--- src/rtl/toy_pack.sv ---
// rtl/toy_pack.sv - shared physical/architectural register sizing for the rename block
package toy_pack;
  localparam int PHY_REG_NUM      = 64;
  localparam int ARCH_REG_NUM     = 32;
  localparam int PHY_REG_ID_WIDTH = $clog2(PHY_REG_NUM);
endpackage

--- src/rtl/toy_rename_freelist.sv ---
// rtl/toy_rename_freelist.sv - physical register free list with speculative and committed heads
module toy_rename_freelist #(
  parameter int PHY_REG_NUM  = toy_pack::PHY_REG_NUM,
  parameter int ARCH_REG_NUM = toy_pack::ARCH_REG_NUM
) (
  input  logic                                             clk,
  input  logic                                             rst,
  input  logic                                             alloc_req,
  output logic                                             alloc_vld,
  output logic [toy_pack::PHY_REG_ID_WIDTH-1:0]            reg_rd_allocate_id,
  input  logic                                             commit_alloc_en,
  input  logic                                             commit_rel_en,
  input  logic [toy_pack::PHY_REG_ID_WIDTH-1:0]            commit_rel_phy_id,
  input  logic                                             cancel_edge_en,
  output logic [$clog2(PHY_REG_NUM-ARCH_REG_NUM+1)-1:0]    free_cnt,
  output logic                                             fl_err
);

  localparam int FL_DEPTH = PHY_REG_NUM - ARCH_REG_NUM;
  localparam int IDX_W    = (FL_DEPTH > 1) ? $clog2(FL_DEPTH) : 1;
  localparam int PTR_W    = IDX_W + 1;
  localparam int CNT_W    = $clog2(FL_DEPTH + 1);
  localparam int ID_W     = toy_pack::PHY_REG_ID_WIDTH;

  // Pointers carry a wrap bit above the index so full and empty are distinguishable.
  function automatic logic [PTR_W-1:0] ptr_inc(input logic [PTR_W-1:0] p);
    if (p[IDX_W-1:0] == IDX_W'(FL_DEPTH - 1))
      return {~p[PTR_W-1], {IDX_W{1'b0}}};
    return p + PTR_W'(1);
  endfunction

  function automatic logic [CNT_W-1:0] ptr_dist(input logic [PTR_W-1:0] a,
                                                input logic [PTR_W-1:0] b);
    int d;
    d = int'(a[IDX_W-1:0]) - int'(b[IDX_W-1:0]);
    if (a[PTR_W-1] != b[PTR_W-1])
      d = d + FL_DEPTH;
    return CNT_W'(d);
  endfunction

  logic [ID_W-1:0]  r_mem [FL_DEPTH];
  logic [PTR_W-1:0] r_spec_head;
  logic [PTR_W-1:0] r_cmt_head;
  logic [PTR_W-1:0] r_tail;
  logic [CNT_W-1:0] r_free_cnt;
  logic             r_fl_err;

  logic             w_alloc_vld;
  logic             w_fire;
  logic             w_rel_zero;
  logic             w_fl_full;
  logic             w_rel_ok;
  logic             w_cmt_bad;
  logic             w_cmt_ok;
  logic [PTR_W-1:0] w_cmt_nxt;
  logic [PTR_W-1:0] w_spec_nxt;
  logic [PTR_W-1:0] w_tail_nxt;
  logic             w_err_set;

  always_comb begin
    w_alloc_vld = (r_spec_head != r_tail);
    w_fire      = alloc_req & w_alloc_vld & ~cancel_edge_en;
    w_rel_zero  = (commit_rel_phy_id == '0);
    w_fl_full   = (ptr_dist(r_tail, r_cmt_head) == CNT_W'(FL_DEPTH));
    w_rel_ok    = commit_rel_en & ~w_rel_zero & ~w_fl_full;
    w_cmt_bad   = commit_alloc_en & (r_cmt_head == r_spec_head);
    w_cmt_ok    = commit_alloc_en & ~w_cmt_bad;
    w_err_set   = (commit_rel_en & ~w_rel_ok) | w_cmt_bad;

    w_cmt_nxt   = w_cmt_ok ? ptr_inc(r_cmt_head) : r_cmt_head;
    w_tail_nxt  = w_rel_ok ? ptr_inc(r_tail) : r_tail;
    // A flush lands on the post-commit head so a same-cycle retire is not re-offered.
    if (cancel_edge_en)
      w_spec_nxt = w_cmt_nxt;
    else if (w_fire)
      w_spec_nxt = ptr_inc(r_spec_head);
    else
      w_spec_nxt = r_spec_head;
  end

  always_ff @(posedge clk or posedge rst) begin
    if (rst) begin
      for (int i = 0; i < FL_DEPTH; i++)
        r_mem[i] <= ID_W'(ARCH_REG_NUM + i);
      r_spec_head <= '0;
      r_cmt_head  <= '0;
      r_tail      <= {1'b1, {IDX_W{1'b0}}};
      r_free_cnt  <= CNT_W'(FL_DEPTH);
      r_fl_err    <= 1'b0;
    end else begin
      if (w_rel_ok)
        r_mem[r_tail[IDX_W-1:0]] <= commit_rel_phy_id;
      r_spec_head <= w_spec_nxt;
      r_cmt_head  <= w_cmt_nxt;
      r_tail      <= w_tail_nxt;
      r_free_cnt  <= ptr_dist(w_tail_nxt, w_spec_nxt);
      r_fl_err    <= r_fl_err | w_err_set;
    end
  end

  assign alloc_vld          = w_alloc_vld;
  assign reg_rd_allocate_id = r_mem[r_spec_head[IDX_W-1:0]];
  assign free_cnt           = r_free_cnt;
  assign fl_err             = r_fl_err;

endmodule

--- config.mk ---
export PLATFORM = sky130hd
export DESIGN_NAME = toy_rename_freelist
export DESIGN_NICKNAME = d
export VERILOG_FILES = /design/src/rtl/toy_pack.sv /design/src/rtl/toy_rename_freelist.sv
export SDC_FILE = /design/constraint.sdc
export NUM_CORES = 1
export LEC_CHECK = 0
export ABC_CLOCK_PERIOD_IN_PS = 9000
export BUFFER_PORTS_ARGS = -buffer_cell sky130_fd_sc_hd__buf_2
export CORE_ASPECT_RATIO = 1.25
export CORE_MARGIN = 2
export CORE_UTILIZATION = 30
export CTS_CLUSTER_SIZE = 40
export DETAILED_ROUTE_END_ITERATION = 16
export SLEW_MARGIN = 15
export SYNTH_ARGS = -nofsm -noshare
export SYNTH_HDL_FRONTEND = slang
export SYNTH_SLANG_ARGS = --single-unit
--- constraint.sdc ---
create_clock -name clk -period 9 [get_ports clk]
set_clock_uncertainty 0.05 [all_clocks]
set_input_delay 1.8 -clock clk [delete_from_list [all_inputs] [get_ports clk]]
set_output_delay 1.8 -clock clk [all_outputs]
set_load 0.1 [all_outputs]
=== Word-level counts from Yosys, hierarchy flattened ===
Index checks and enable logic that the tools add are counted.

* Bits in registers: 217
* Input bits: 12
* Output and inout port bits: 14
* Logic and storage cells: 99

* Add/subtract/negate cells: 7
* Order comparisons: 3
* Equality and inequality tests: 8
* Muxes and demuxes: 23
* Bitwise operators: 19
* Reduce and logical (&&, ||, !) cells: 2

{| class="wikitable"
|+ Operators by type and width
! kind !! count
|-
| bitwise mux 192 bit || 1
|-
| 2-to-1 mux 6 bit || 15
|-
| binary-select mux 6 bit (select 5 bit) || 1
|-
| demux 6 bit (select 5 bit) || 1
|-
| adder 6 x 1 -> 6 bit, second input constant || 3
|-
| equality test 5 bit, second input constant || 3
|-
| adder 6 bit, second input constant || 2
|-
| greater-or-equal comparator 6 bit, second input constant || 2
|-
| inverter 5 -> 6 bit || 2
|-
| subtractor 5 x 5 -> 6 bit || 2
|-
| inverter 1 bit || 8
|-
| bitwise AND 1 bit || 7
|-
| equality test 6 bit || 1
|-
| equality test 6 bit, second input constant || 1
|-
| logical NOT 6 bit || 1
|-
| < comparator 6 x 1 -> 1 bit, second input constant || 1
|-
| != test 6 bit || 1
|-
| 2-to-1 mux 1 bit || 5
|-
| != test 1 bit || 2
|-
| OR 1 bit || 2
|-
| logical AND 1 bit || 1
|}

=== Depth between registers and ports, before layout ===
Gate-level depths: netlist of run 1.

* Depth in word-level cells: 11
* Gate-level depth with buffers: 19
* Depth with buffers taken out: 15

=== Worst setup path after synthesis of run 1 ===
No wires, ideal clock.

* Path type: input to register
* Start point: input port commit_rel_phy_id[3] (netlist bit)
* End point: register r_free_cnt[5] (netlist: free_cnt[5])
* Setup time: 0.091 ns
* Data arrival time: 4.708 ns
* Required time: 8.859 ns
* Setup slack: 4.151 ns
* Stages on the path: 14
* Path buffers: 2
* Cells stage by stage: or4_1 nor3_2 buf_6 buf_6 nand2b_1 nor2_1 mux2i_1 ha_1 nor2b_1 o21a_1 nor2_1 o21bai_1 a21oi_1 xor3_1

* Longest elaborated chain between the ends: 8
* Elaborated cells on any way between the ends: 9
* Classes of those cells: add/sub: 2; eq/ne: 1; mux: 2; bitwise: 3; reduce/logical: 1

{| class="wikitable"
|+ RTL lines
! what !! line !! source
|-
| from (decl) || toy_rename_freelist.sv:13 || <nowiki>input logic [toy_pack::PHY_REG_ID_WIDTH-1:0] commit_rel_phy_id,</nowiki>
|-
| logical NOT 6 bit * || toy_rename_freelist.sv:63 || <nowiki>w_rel_zero = (commit_rel_phy_id == '0);</nowiki>
|-
| inverter 1 bit * || toy_rename_freelist.sv:65 || <nowiki>w_rel_ok = commit_rel_en & ~w_rel_zero & ~w_fl_full;</nowiki>
|-
| bitwise AND 1 bit * (2 in a row) || toy_rename_freelist.sv:65 ||
|-
| 2-to-1 mux 6 bit * || toy_rename_freelist.sv:71 || <nowiki>w_tail_nxt = w_rel_ok ? ptr_inc(r_tail) : r_tail;</nowiki>
|-
| net w_tail_nxt[1] || toy_rename_freelist.sv:57 || <nowiki>logic [PTR_W-1:0] w_tail_nxt;</nowiki>
|-
| subtractor 5 x 5 -> 6 bit * || toy_rename_freelist.sv:35 || <nowiki>d = int'(a[IDX_W-1:0]) - int'(b[IDX_W-1:0]);</nowiki>
|-
| adder 6 bit || toy_rename_freelist.sv:37 || <nowiki>d = d + FL_DEPTH;</nowiki>
|-
| 2-to-1 mux 6 bit * || toy_rename_freelist.sv:36 || <nowiki>if (a[PTR_W-1] != b[PTR_W-1])</nowiki>
|-
| to (signal assigned) || toy_rename_freelist.sv:88 || <nowiki>r_free_cnt <= CNT_W'(FL_DEPTH);</nowiki>
|-
| to (signal assigned) || toy_rename_freelist.sv:96 || <nowiki>r_free_cnt <= ptr_dist(w_tail_nxt, w_spec_nxt);</nowiki>
|-
| to (decl) || toy_rename_freelist.sv:45 || <nowiki>logic [CNT_W-1:0] r_free_cnt;</nowiki>
|}

Mark *: on every way through the listed nets, which the timed path passes. The rest lies on a longest branch.
A chain may end at the register's enable or synchronous reset.

=== Worst setup path in the final report of run 1 ===
* Start point: register r_spec_head[0]
* End point: output port reg_rd_allocate_id[4] (netlist bit)

* Longest elaborated chain between the ends: 4

{| class="wikitable"
|+ RTL lines
! what !! line !! source
|-
| from (decl) || toy_rename_freelist.sv:42 || <nowiki>logic [PTR_W-1:0] r_spec_head;</nowiki>
|-
| from (signal assigned) || toy_rename_freelist.sv:93 || <nowiki>r_spec_head <= w_spec_nxt;</nowiki>
|-
| inverter 5 -> 6 bit (not written as such) || toy_rename_freelist.sv:102 || <nowiki>assign reg_rd_allocate_id = r_mem[r_spec_head[IDX_W-1:0]];</nowiki>
|-
| binary-select mux 6 bit (select 5 bit) || toy_rename_freelist.sv:102 ||
|-
| 2-to-1 mux 6 bit (not written as such) (2 in a row) || toy_rename_freelist.sv:102 ||
|-
| to (decl) || toy_rename_freelist.sv:10 || <nowiki>output logic [toy_pack::PHY_REG_ID_WIDTH-1:0] reg_rd_allocate_id,</nowiki>
|}

Every way passes these cells. The select of a mux whose other input is x is not followed.

==> reports/results.env, run 1 <==
FIRST_PASS_GRT_WIRE_LENGTH_UM=40100
HTREE_NUM_LEVELS=1
TIGHTESTPINTRANSITION_NS=0.9465
SETUP.WORST_PATH.START_CLASS='register'
DIE_HEIGHT_UM=221.2
DETAILEDROUTE.FIRSTPASSITERATIONCOUNT=4
MAX-CAP-VIOLATIONS=0
FINAL.PERIOD_UTILIZATION=0.6125
FIN_SETUP_TNS_NS=0
VIAS_PER_CELL=5.012
ANTENNA_CELLS=0
CTS_BUFFERS=24
DESIGN.PORTCOUNT=26
FINAL_NET_COUNT=774
SYN_INST=740
WORSTHOLDENDPOINT='r_mem[186]'
SETUP_VIOLATIONS=0
POSTSYNTHAREAPERCELL_UM2=15.30
CTS-ROOT-BUF='sky130_fd_sc_hd__clkbuf_16'
CLKSLEWWORSTSETUPHOLDPATHS_NS=0.06
SYNTH.YOSYS.SEQ_AREA_SHARE=0.4924
CLOCK_PERIOD_MINUS_WORST_SLACK_NS=5.513
ACHIEVABLE-FREQUENCY_GHz=0.1814
CLOCK_TREE_FROM_TRITONCTS='built'
SYNTHESIS.YOSYS.WARNINGS=0
DIE_AREA_MM2=0.03931
CTS.HOLD.BUFFERS_ADDED=0
NUMBER_OF_ANTENNA_VIOLATIONS_AT_THE_FIRST_CHECK_IN_GLOBAL_ROUTING=0
LAYOUT.CELLS.MOST_COMMON_LIST='sky130_fd_sc_hd__mux2_2 (192), sky130_fd_sc_hd__dfstp_2 (114), sky130_fd_sc_hd__dfrtp_1 (101), sky130_fd_sc_hd__mux4_2 (60)'
R2R_SLACK_NS=4.45
CRIT_PATH_LAUNCH='r_spec_head[0]'
PLACED_CELL_AREA_MM2=0.01185
POST_DRT_WL_PER_CELL_UM=20.65
R2R_END='free_cnt[5]'
TIMING_HOLD_VIOLATIONS_FINAL=0
NFILLCELLS=3581
DRIVE_ABOVE_1_SHARE=0.6224
WORSTSETUPPATHTYPE='register to primary output'
REG2REG_FROM='r_tail[2]'
NUMCLOCKSINKS=217
TIMING.REG2REG.WORST_PATH_DEPTH=15
CORE_AREA_MM2=0.03726
AREA_DELTA_SYNTH_FINAL_PCT=12.27
VDD_IR_DROP_MAX_mV=0.1577
WORSTPATHMAXFANOUT=43
TOTALWIRELENGTH_UM=25730
BUFFER_PORTS.INSERTED=25
GRT_MAX_DEGREE=106
TIMING_MAX_TRANSITION_VIOLATIONS_FINAL=0
POWER.DENSITY_mW_PER_MM2=398.3
CORE.ROWCOUNT=79
CP_DATA_REQUIRED_TIME_NS=7.15
POSTCTSRESIZEDCELLS=0
POSTSYNTH.ASYNCRESETSHARE=1.000
TIMING.HOLD.WORST.START='r_mem[186]'
HPWL_UM=16160
SYNTH_FP_NETS=772
DRT_FIRST_ITER_VIOLATIONS=383
YOSYS.CELL_TYPES.COUNT=52
GRT_SETUP_UNREPAIRED='no'
LEAKAGE_uW=0.004983
POSTCTSSETUPBUFFERS=0
DIE_WIDTH_UM=177.7
DESIGN_AREA_MM2=0.01271
GRT-OVFL-TOTAL=0
SYNTH_TOP_FLOP_CELL='sky130_fd_sc_hd__dfstp_2'
DR_TOTAL_VIAS=6245
SYNTH-EDFF-COUNT=0
POST-ROUTE-DRC-COUNT=0
CTS.PATH.MAX_BUFFERS=3
MAX-SLEW-MARGIN-REL=0.3690
SETUP.WORST_PATH.END_CLASS='primary output'
FIRST_GLOBAL_VIAS=6342
MOST_FREQUENT_STANDARD_CELL_IN_THE_LAYOUT_EXCLUDING_FILL_AND_TAP_CELLS='sky130_fd_sc_hd__mux2_2'
OUTCOME='complete, no violations'
WORST_HOLD_PATH.NUM_CELLS=1
INITIAL_CORE_UTIL=0.3037
CLOCK_INSERTION_DELAY_WORST_SKEW_NS=0.52
GPL.FINAL_WEIGHTED_CONGESTION=0.7568
YOSYS_REGISTER_BITS=217
ANTENNA_LEFT=0
SYNTHESIS.AREA_MM2=0.01132
CRITICAL_PATH_ARRIVAL_NS=3.66
TYPE_OF_THE_MOST_CRITICAL_HOLD_PATH='register to register'
TRACK_USAGE=0.1333
how the worst max path moves through the flow:
stage	endpoint	slack [ns]	cells after the start
after global routing	reg_rd_allocate_id[3]	3.29	5
final	reg_rd_allocate_id[4]	3.49	5
after floorplan	fl_err	1.40	1
after global placement	free_cnt[5]	3.47	14
after CTS	reg_rd_allocate_id[3]	3.36	5
after detailed placement	free_cnt[5]	3.45	14
synthesized netlist by cell type, types with 3 or more instances:
| cell type | number | share of area |
|---|---|---|
| sky130_fd_sc_hd__dfstp_2 | 114 | 0.26 |
| sky130_fd_sc_hd__and3_1 | 5 | 0.0028 |
| sky130_fd_sc_hd__a21oi_1 | 3 | 0.0013 |
| sky130_fd_sc_hd__ha_1 | 19 | 0.021 |
| sky130_fd_sc_hd__or3_1 | 3 | 0.0017 |
| sky130_fd_sc_hd__nor2b_1 | 6 | 0.0033 |
| sky130_fd_sc_hd__nor2_1 | 13 | 0.0043 |
| sky130_fd_sc_hd__mux4_2 | 60 | 0.12 |
| sky130_fd_sc_hd__nand3b_1 | 6 | 0.0040 |
| sky130_fd_sc_hd__nand2_1 | 16 | 0.0053 |
| sky130_fd_sc_hd__buf_1 | 3 | 0.00099 |
| sky130_fd_sc_hd__nand2b_1 | 4 | 0.0022 |
| sky130_fd_sc_hd__mux2_4 | 6 | 0.0080 |
| sky130_fd_sc_hd__mux2_2 | 192 | 0.19 |
| sky130_fd_sc_hd__buf_6 | 3 | 0.0030 |
| sky130_fd_sc_hd__xnor2_1 | 11 | 0.0085 |
| sky130_fd_sc_hd__dfrtp_1 | 103 | 0.23 |
| sky130_fd_sc_hd__nor3_1 | 3 | 0.0013 |
| sky130_fd_sc_hd__nand3_1 | 5 | 0.0022 |
| sky130_fd_sc_hd__clkbuf_1 | 43 | 0.014 |
| sky130_fd_sc_hd__inv_1 | 15 | 0.0050 |
| sky130_fd_sc_hd__and2_1 | 3 | 0.0017 |
| sky130_fd_sc_hd__xor2_1 | 9 | 0.0070 |
| sky130_fd_sc_hd__mux2i_1 | 5 | 0.0044 |
| sky130_fd_sc_hd__or4_1 | 9 | 0.0060 |
| sky130_fd_sc_hd__mux2_1 | 6 | 0.0060 |
| sky130_fd_sc_hd__o21a_1 | 4 | 0.0027 |
| sky130_fd_sc_hd__nor4_4 | 24 | 0.045 |
| sky130_fd_sc_hd__a31oi_1 | 6 | 0.0033 |
| sky130_fd_sc_hd__a211oi_1 | 6 | 0.0040 |
| sky130_fd_sc_hd__o21ai_0 | 7 | 0.0031 |
flip-flops by register name, summed over array words and instances, names as in the netlist:
register / flops
fl_err: 1
free_cnt: 6
r_cmt_head: 6
r_mem: 192
r_spec_head: 6
r_tail: 6
power by group:
group	switching, uW	internal, uW
registers	295	1560
clock network	397	663
logic	1180	969
layout make-up:
type                            count  area, um^2  area share
Sequential cell                   217        5578      0.4390
Clock inverter                      9       148.9     0.01172
Clock buffer                       35       713.2     0.05612
Inverter                           15       63.81    0.005022
Tap cell                          486       608.1     0.04785
Multi-Input combinational cell    453        5425      0.4269
Timing Repair Buffer               31       170.2     0.01339
cells by family (layout without fill, tap and decap cells):
group,after synthesis,in the layout,share of synthesized area
buf+inv,70,90,0.02896
compound gates,39,39,0.02421
mux,269,269,0.3288
xor+xnor,22,22,0.01901
simple gates,103,103,0.08391
fa+ha+maj,20,20,0.02277
flops,217,217,0.4924
routing by layer:
metal / vias up / wire length, um / track usage
met5: - / 0 / 0
met4: 0 / 665 / 0.04310
met3: 34 / 690 / 0.01649
met2: 90 / 12510 / 0.2143
met1: 3327 / 11860 / 0.1864
li1: 2794 / - / -
metrics by stage:
step	power [uW]	utilization	hold WS [ns]	instances	worst slack, ns
final	5062	0.3410	0.4349	1246	3.487
after global routing	5349	0.3410	0.4523	1246	3.291
after CTS	5127	0.3410	0.4398	1246	3.362
after detailed placement	4041	0.3179	0.4196	1202	3.445
after global placement	4012	0.3179	0.4220	1202	3.473
after floorplan	3572	-	0.4033	740	1.403
critical path: stages, from the launching register on:
cell	delay (ns)
sky130_fd_sc_hd__dfrtp_4	0.55
sky130_fd_sc_hd__buf_4	0.75
sky130_fd_sc_hd__mux4_2	0.61
sky130_fd_sc_hd__mux4_2	0.51
sky130_fd_sc_hd__mux2_2	0.35
sky130_fd_sc_hd__buf_2	0.31
Note: power is estimated with default switching activity, not from simulation.
==> run 2: changes to the inputs <==
--- a/config.mk
+++ b/config.mk
@@ -5,7 +5,7 @@
 export SDC_FILE = /design/constraint.sdc
 export NUM_CORES = 1
 export LEC_CHECK = 0
-export ABC_CLOCK_PERIOD_IN_PS = 9000
+export ABC_CLOCK_PERIOD_IN_PS = 5090
 export BUFFER_PORTS_ARGS = -buffer_cell sky130_fd_sc_hd__buf_2
 export CORE_ASPECT_RATIO = 1.25
 export CORE_MARGIN = 2
==> constraint.sdc (replaced) <==
create_clock -name clk -period 5.09 [get_ports clk]
set_clock_uncertainty 0.05 [all_clocks]
set_input_delay 1.018 -clock clk [delete_from_list [all_inputs] [get_ports clk]]
set_output_delay 1.018 -clock clk [all_outputs]
set_load 0.1 [all_outputs]
==> run 2 against run 1 <==
Core utilization increased by 0.064 points. Critical path type unchanged. Sequential cell count unchanged. Clock power rose by 67%. Critical path depth unchanged. Cell area rose by 0.19%. Largest cell class unchanged. Sequential share of layout area shrank 0.082 points. Count of clock-buffer cells in the layout is 1 lower. Global-route usage increased by 0.41 points. Power is 76% higher.
==> reports/results.env, run 2 (synthesized netlist as in run 1, its figures left out) <==
OUTCOME='complete, no violations'
FINAL_CELLS=1249  # +0.24%
CLKSLEWWORSTSETUPHOLDPATHS_NS=0.06  # about the same
CORE_AREA_MM2=0.03726  # unchanged
FIRST_PASS_GRT_WIRE_LENGTH_UM=41590  # +3.7%
POST-ROUTE-DRC-COUNT=0  # unchanged
GRT_MAX_DEGREE=80  # -25%
MAX-SLEW-MARGIN-REL=0.3026  # -0.06636
POWER_FRAC_COMB=0.423  # about the same
WL_MET2_UM=13590  # +8.6%
TOTALWIRELENGTH_UM=26480  # +2.9%
TRACK_USAGE=0.1374  # +0.004095
DETAILEDROUTE.FIRSTPASSITERATIONCOUNT=4  # unchanged
VIAS_PER_CELL=4.998  # -0.27%
TOP_REGISTER='r_mem'
VDD_IR_DROP_MAX_mV=0.2253  # +43%
POSTCTSSETUPBUFFERS=0  # unchanged
SETUP_VIOLATIONS=0  # unchanged
FINAL_NET_COUNT=779  # +0.65%
NUMCLOCKSINKS=217  # unchanged
CELLS_TRAVERSED_ALONG_THE_WORST_TIMING_PATH='buf_4, mux4_2, mux4_2, mux2_2, buf_2'
TIMING_MAX_TRANSITION_VIOLATIONS_FINAL=0  # unchanged
MET3_LENGTH_UM=864  # +25%
POWER.DENSITY_mW_PER_MM2=699.6  # +76%
MOST_FREQUENT_STANDARD_CELL_IN_THE_LAYOUT_EXCLUDING_FILL_AND_TAP_CELLS='sky130_fd_sc_hd__mux2_2'
FIRST_GLOBAL_VIAS=6618  # +4.4%
CLOCK_TREE_FROM_TRITONCTS='built'
TYPE_OF_THE_MOST_CRITICAL_HOLD_PATH='register to register'
CTS.HOLD.BUFFERS_ADDED=0  # unchanged
CP_TOP_FAMILY='multiplexers'
ROUTED.TOP_LAYER='met4'
LEAKAGE_uW=0.004996  # +0.26%
INITIAL_CORE_UTIL=0.3037  # unchanged
BUFFER_PORTS.INSERTED=25  # unchanged
FIN_SETUP_TNS_NS=0  # unchanged
SETUP.WORST_PATH.END_CLASS='primary output'
HPWL_UM=17440  # +7.9%
LARGEST_REG_FLOPS=192  # unchanged
CORE.ROWCOUNT=79  # unchanged
DESIGN.PORTCOUNT=26  # unchanged
CTS-ROOT-BUF='sky130_fd_sc_hd__clkbuf_16'
CTS.PATH.MAX_BUFFERS=3  # unchanged
CP_DATA_REQUIRED_TIME_NS=4.02  # -3.13 ns
MAX-CAP-VIOLATIONS=0  # unchanged
ANTENNA_LEFT=0  # unchanged
CRIT_SLOWEST_CELL='sky130_fd_sc_hd__dfrtp_4'
TIMING_HOLD_VIOLATIONS_FINAL=0  # unchanged
DRT_FIRST_ITER_VIOLATIONS=340  # -11%
CTS_BUFFERS=23  # -4.2%
PATH_COMMON_CELL='sky130_fd_sc_hd__mux4_2'
DR_TOTAL_VIAS=6243  # -0.032%
ANTENNA_CELLS=0  # unchanged
AREA_DELTA_SYNTH_FINAL_PCT=12.48
HTREE_NUM_LEVELS=1  # unchanged
NUMBER_OF_ANTENNA_VIOLATIONS_AT_THE_FIRST_CHECK_IN_GLOBAL_ROUTING=0  # unchanged
SWSHARE=0.3725  # +0.003290
CRITICAL_PATH_ARRIVAL_NS=3.56  # -0.10 ns
SETUP.WORST_PATH.START_CLASS='register'
CLOCK_PERIOD_MINUS_WORST_SLACK_NS=4.628
WORSTSETUPPATHTYPE='register to primary output'
TIGHTESTPINTRANSITION_NS=1.046  # +0.09954 ns
SEQ_POWER_SHARE=0.378  # +0.011
CRITICAL_PATH.MAX_STAGE_DELAY_NS=1.08  # +0.33 ns
GPL.FINAL_WEIGHTED_CONGESTION=0.7496  # -0.95%
CLOCK_INSERTION_DELAY_WORST_SKEW_NS=0.51  # about the same
DIE_WIDTH_UM=177.7  # unchanged
NET_SWITCHING_POWER_OF_THE_DESIGN_uW=3317  # +78%
POSTCTSRESIZEDCELLS=0  # unchanged
DIE_HEIGHT_UM=221.2  # unchanged
DIE_AREA_MM2=0.03931  # unchanged
CP.BUFFERS_INVERTERS=2  # unchanged
LAYOUT.CELLS.MOST_COMMON_LIST='sky130_fd_sc_hd__mux2_2 (192), sky130_fd_sc_hd__dfstp_2 (114), sky130_fd_sc_hd__dfrtp_1 (101), sky130_fd_sc_hd__mux4_2 (60), sky130_fd_sc_hd__buf_2 (25)'
GRT_SETUP_UNREPAIRED='no'
DRIVE_ABOVE_1_SHARE=0.6265  # +0.004106
GRT-OVFL-TOTAL=0  # unchanged
WIRELENGTH_MET1_UM=11370  # -4.1%
POWER.SHARE.CLOCK=0.199  # -0.010
ACHIEVABLE-FREQUENCY_GHz=0.2161
DP_CELLS=1208  # +0.50%
FINAL.PERIOD_UTILIZATION=0.9092
INTPOWER_uW=5589  # +75%
POST_DRT_WL_PER_CELL_UM=21.20  # +2.7%
WORSTPATHMAXFANOUT=49  # +14%
-- run 2: cell count changes in the layout (fill, tap and decap cells not counted), moves of 2 or more --
cell and delta:
sky130_fd_sc_hd__clkbuf_1 -2, sky130_fd_sc_hd__clkbuf_16 -2, sky130_fd_sc_hd__buf_4 +3, sky130_fd_sc_hd__clkbuf_8 +3, sky130_fd_sc_hd__buf_12 +3
-- run 2: path summary, 6_finish.rpt --
kind                                         endpoint  slack, ns           start  cells after the start
worst max-delay path            reg_rd_allocate_id[2]       0.46  r_spec_head[0]                      5
worst min-delay path                           fl_err       0.44          fl_err                      2
worst max register to register            free_cnt[5]       0.98       r_tail[2]                     14
worst min register to register                 fl_err       0.44          fl_err                      2
max in group asynchronous                   r_mem[89]       3.40             rst                      3
min in group asynchronous                  r_mem[172]       0.67             rst                      2
-- run 2: per-stage QoR --
stage                     setup WS, ns  cell area [um^2]  power (uW)  hold WS, ns  utilization
after global routing            0.2483             12730        9398       0.4578       0.3416
after floorplan                  1.023             11320        6318       0.4033            -
final                           0.4621             12730        8906       0.4403       0.3416
after detailed placement        0.8987             11920        7204       0.4284       0.3200
after global placement          0.9491             11920        7137       0.4148       0.3200
after CTS                       0.3716             12730        9012       0.4413       0.3416
-- run 2: area by class of cell --
| type | count | area [um^2] |
|---|---|---|
| inverters | 15 | 60.06 |
| fillers | 3550 | 24530 |
| multi-input cells | 453 | 5425 |
| repair buffers | 37 | 252.7 |
| clock inverters | 7 | 110.1 |
| clock buffers | 34 | 696.9 |
| flip-flops and latches | 217 | 5578 |
| well taps | 486 | 608.1 |
-- run 2: power by group through the flow --
stage | combinational [uW] | sequential (uW) | clock, uW
after global placement | 3760 | 3380 | 0
after global routing | 4030 | 3480 | 1890
after floorplan | 3060 | 3260 | 0
after CTS | 3820 | 3370 | 1820
after detailed placement | 3800 | 3400 | 0
final | 3770 | 3370 | 1770
-- run 2: per-layer routing --
metal / vias to the layer above / global-route usage
met5: - / 0
met4: 0 / 0.04125
met3: 42 / 0.01821
met2: 91 / 0.2339
met1: 3321 / 0.1811
li1: 2789 / -
-- run 2: worst min-delay path: cells and delay by family (launching register included) --
family,cells,cell delay [ns]
AOI/OAI and AO/OA,1,0.05
DFF,1,0.35
and+or+nand+nor,1,0.06
==> run 3: changes to the inputs <==
--- a/config.mk
+++ b/config.mk
@@ -6,12 +6,11 @@
 export NUM_CORES = 1
 export LEC_CHECK = 0
 export ABC_CLOCK_PERIOD_IN_PS = 5090
-export BUFFER_PORTS_ARGS = -buffer_cell sky130_fd_sc_hd__buf_2
-export CORE_ASPECT_RATIO = 1.25
 export CORE_MARGIN = 2
 export CORE_UTILIZATION = 30
 export CTS_CLUSTER_SIZE = 40
 export DETAILED_ROUTE_END_ITERATION = 16
+export DONT_BUFFER_PORTS = 1
 export SLEW_MARGIN = 15
 export SYNTH_ARGS = -nofsm -noshare
 export SYNTH_HDL_FRONTEND = slang
==> run 3 against run 2 <==
Global-route usage is 0.14 points higher. Sequential cell count stayed put. Critical path depth is 1 lower. Count of clock-buffer cells in the layout stayed put. Core utilization is 0.57 points lower. Sequential share of layout area is 0.58 points higher. Power is 1.9% lower. Largest cell class unchanged.
==> reports/results.env, run 3 (synthesized netlist as in run 1, its figures left out) <==
TOTALWIRELENGTH_UM=26230  # -0.96%
NFILLCELLS=3645  # +2.7%
DESIGN.PORTCOUNT=26  # unchanged
POST-ROUTE-DRC-COUNT=0  # unchanged
LARGEST_REG_FLOPS=192  # unchanged
CRITICAL_PATH_ARRIVAL_NS=3.38  # -0.18 ns
FINAL_NET_COUNT=751  # -3.6%
CP_DATA_REQUIRED_TIME_NS=4.02  # about the same
TIMING_HOLD_VIOLATIONS_FINAL=0  # unchanged
WORSTPATHMAXFANOUT=30  # -39%
CTS_BUFFERS=23  # unchanged
POWER.SHARE.CLOCK=0.196  # -0.003
NUMCLOCKSINKS=217  # unchanged
FIRST_PASS_GRT_WIRE_LENGTH_UM=41380  # -0.50%
DRIVE_ABOVE_1_SHARE=0.6114  # -0.01506
POSTCTSSETUPBUFFERS=0  # unchanged
PLACE_WS_NS=1.189  # +0.2901 ns
TOP_REGISTER='r_mem'
DIE_WIDTH_UM=198.2  # +12%
GRT-OVFL-TOTAL=0  # unchanged
ANTENNA_CELLS=0  # unchanged
TIMING_MAX_TRANSITION_VIOLATIONS_FINAL=0  # unchanged
POWER.DENSITY_mW_PER_MM2=695.6  # -0.56%
FIRST_GLOBAL_VIAS=6493  # -1.9%
CLOCK_INSERTION_DELAY_WORST_SKEW_NS=0.54  # +0.03 ns
WORSTSETUPPATHTYPE='register to primary output'
DIE_AREA_MM2=0.03930  # about the same
CLKSLEWWORSTSETUPHOLDPATHS_NS=0.07  # about the same
CTS-ROOT-BUF='sky130_fd_sc_hd__clkbuf_16'
DETAILEDROUTE.FIRSTPASSITERATIONCOUNT=5  # +1
LAYOUT.CELLS.MOST_COMMON_LIST='sky130_fd_sc_hd__mux2_2 (192), sky130_fd_sc_hd__dfstp_2 (114), sky130_fd_sc_hd__dfrtp_1 (101), sky130_fd_sc_hd__mux4_2 (60), sky130_fd_sc_hd__nor4_4 (24)'
PATH_COMMON_CELL='sky130_fd_sc_hd__mux4_2'
SEQ_POWER_SHARE=0.406  # +0.028
ANTENNA_LEFT=0  # unchanged
INTPOWER_uW=5422  # -3.0%
POST_DRT_WL_PER_CELL_UM=21.03  # -0.80%
FINISH.UTILIZATION=0.3360  # -0.005651
FINAL.PERIOD_UTILIZATION=0.8743  # -0.03489
CLOCK_PERIOD_MINUS_WORST_SLACK_NS=4.450  # -0.1776 ns
INITIAL_CORE_UTIL=0.3026  # -0.001097
REGISTER_AREA_MM2=0.005578  # unchanged
POWER_FRAC_COMB=0.398  # -0.025
OUTCOME='complete, no violations'
CORE.ROWCOUNT=71  # -10%
GRT_MAX_DEGREE=95  # +19%
POSTCTSRESIZEDCELLS=0  # unchanged
FIN_SETUP_TNS_NS=0  # unchanged
GRT_SETUP_UNREPAIRED='no'
DRT_FIRST_ITER_VIOLATIONS=453  # +33%
BUFFER_PORTS.INSERTED=0  # -100%
MULTI_INPUT_COMB_AREA_MM2=0.005425  # unchanged
VIAS_PER_CELL=5.041  # +0.85%
LEAKAGE_uW=0.004860  # -2.7%
TIMING.FINAL.WS_SETUP_NS=0.6397  # +0.1776 ns
HPWL_UM=16800  # -3.6%
TRACK_USAGE=0.1388  # +0.001441
DR_TOTAL_VIAS=6286  # +0.69%
MAX-SLEW-MARGIN-REL=0.2781  # -0.02447
SWSHARE=0.3797  # +0.007269
SETUP.WORST_PATH.END_CLASS='primary output'
CRIT_SLOWEST_CELL='sky130_fd_sc_hd__dfrtp_2'
TIGHTESTPINTRANSITION_NS=1.083  # +0.03671 ns
MAX-CAP-VIOLATIONS=0  # unchanged
SETUP_VIOLATIONS=0  # unchanged
NET_SWITCHING_POWER_OF_THE_DESIGN_uW=3319  # about the same
TYPE_OF_THE_MOST_CRITICAL_HOLD_PATH='input port to asynchronous set/reset pin'
CELLS_TRAVERSED_ALONG_THE_WORST_TIMING_PATH='buf_4, mux4_2, mux4_2, mux2_2'
HTREE_NUM_LEVELS=1  # unchanged
CTS.PATH.MAX_BUFFERS=3  # unchanged
VDD_IR_DROP_MAX_mV=0.3552  # +58%
DIE_HEIGHT_UM=198.2  # -10%
MOST_FREQUENT_STANDARD_CELL_IN_THE_LAYOUT_EXCLUDING_FILL_AND_TAP_CELLS='sky130_fd_sc_hd__mux2_2'
CLOCK_TREE_FROM_TRITONCTS='built'
AREA_DELTA_SYNTH_FINAL_PCT=11.02
NUMBER_OF_ANTENNA_VIOLATIONS_AT_THE_FIRST_CHECK_IN_GLOBAL_ROUTING=2  # +2
CRITICAL_PATH.MAX_STAGE_DELAY_NS=0.94  # -0.14 ns
CTS.HOLD.BUFFERS_ADDED=0  # unchanged
ACHIEVABLE-FREQUENCY_GHz=0.2247  # +4.0%
CORE_AREA_MM2=0.03740  # +0.36%
SETUP.WORST_PATH.START_CLASS='register'
GPL.FINAL_WEIGHTED_CONGESTION=0.7749  # +3.4%
run 3: changes by cell type in the layout (fill, tap and decap cells not counted):
cell,delta
sky130_fd_sc_hd__buf_4,-2
sky130_fd_sc_hd__inv_16,+1
sky130_fd_sc_hd__buf_12,-1
sky130_fd_sc_hd__bufinv_16,-2
sky130_fd_sc_hd__clkinv_4,+1
sky130_fd_sc_hd__clkinv_2,+1
sky130_fd_sc_hd__clkbuf_1,+1
sky130_fd_sc_hd__buf_2,-25
sky130_fd_sc_hd__clkbuf_8,-1
run 3: stage by stage:
step | std cells | power (uW) | cell area [um^2] | hold slack, ns
CTS | 1247 | 8827 | 12570 | 0.3241
global route | 1247 | 9251 | 12570 | 0.3308
floorplan | 740 | 6318 | 11320 | 0.4033
finish | 1247 | 8741 | 12570 | 0.3203
detailed placement | 1205 | 7077 | 11800 | 0.4243
global placement | 1205 | 6998 | 11800 | 0.4148
run 3: critical path: cells and delay by family, from the launching register on:
family                 cells  cell delay, ns
muxes                      3            1.39
DFF                        1            0.94
buffers and inverters      1            0.48
run 3: power groups by stage:
stage	sequential (uW)	clock, uW	combinational (uW)
after floorplan	3260	0	3060
after global placement	3550	0	3450
after detailed placement	3570	0	3500
after CTS	3550	1760	3520
after global routing	3670	1840	3750
final	3550	1710	3480
run 3: path summary, 6_finish.rpt:
kind / startpoint / to / slack, ns / depth (start not counted)
worst min register to register: r_mem[44] / r_mem[44] / 0.45 / 1
worst max-delay path: r_spec_head[1] / reg_rd_allocate_id[0] / 0.64 / 4
worst max register to register: r_tail[2] / free_cnt[5] / 1.14 / 14
worst min-delay path: rst / r_cmt_head[3] / 0.32 / 1
min in group clk: r_mem[44] / r_mem[44] / 0.45 / 1
max in group asynchronous: rst / r_mem[106] / 3.42 / 2
run 3: per-layer routing:
| metal | vias to the layer above | GRT usage | wire length (um) |
|---|---|---|---|
| met4 | 0 | 0.02423 | 398 |
| li1 | 2727 | - | - |
| met1 | 3391 | 0.2025 | 12430 |
| met2 | 138 | 0.2071 | 11730 |
| met3 | 30 | 0.03849 | 1668 |
| met5 | - | 0 | 0 |
run 3: cell type report:
cell class                 instances  area share
sequential                       217      0.4439
timing repair buffer               9    0.007368
clock buffer                      34     0.05466
multi-input combinational        453      0.4317
tap                              511     0.05088
inverter                          15    0.004779
clock inverter                     8    0.006671
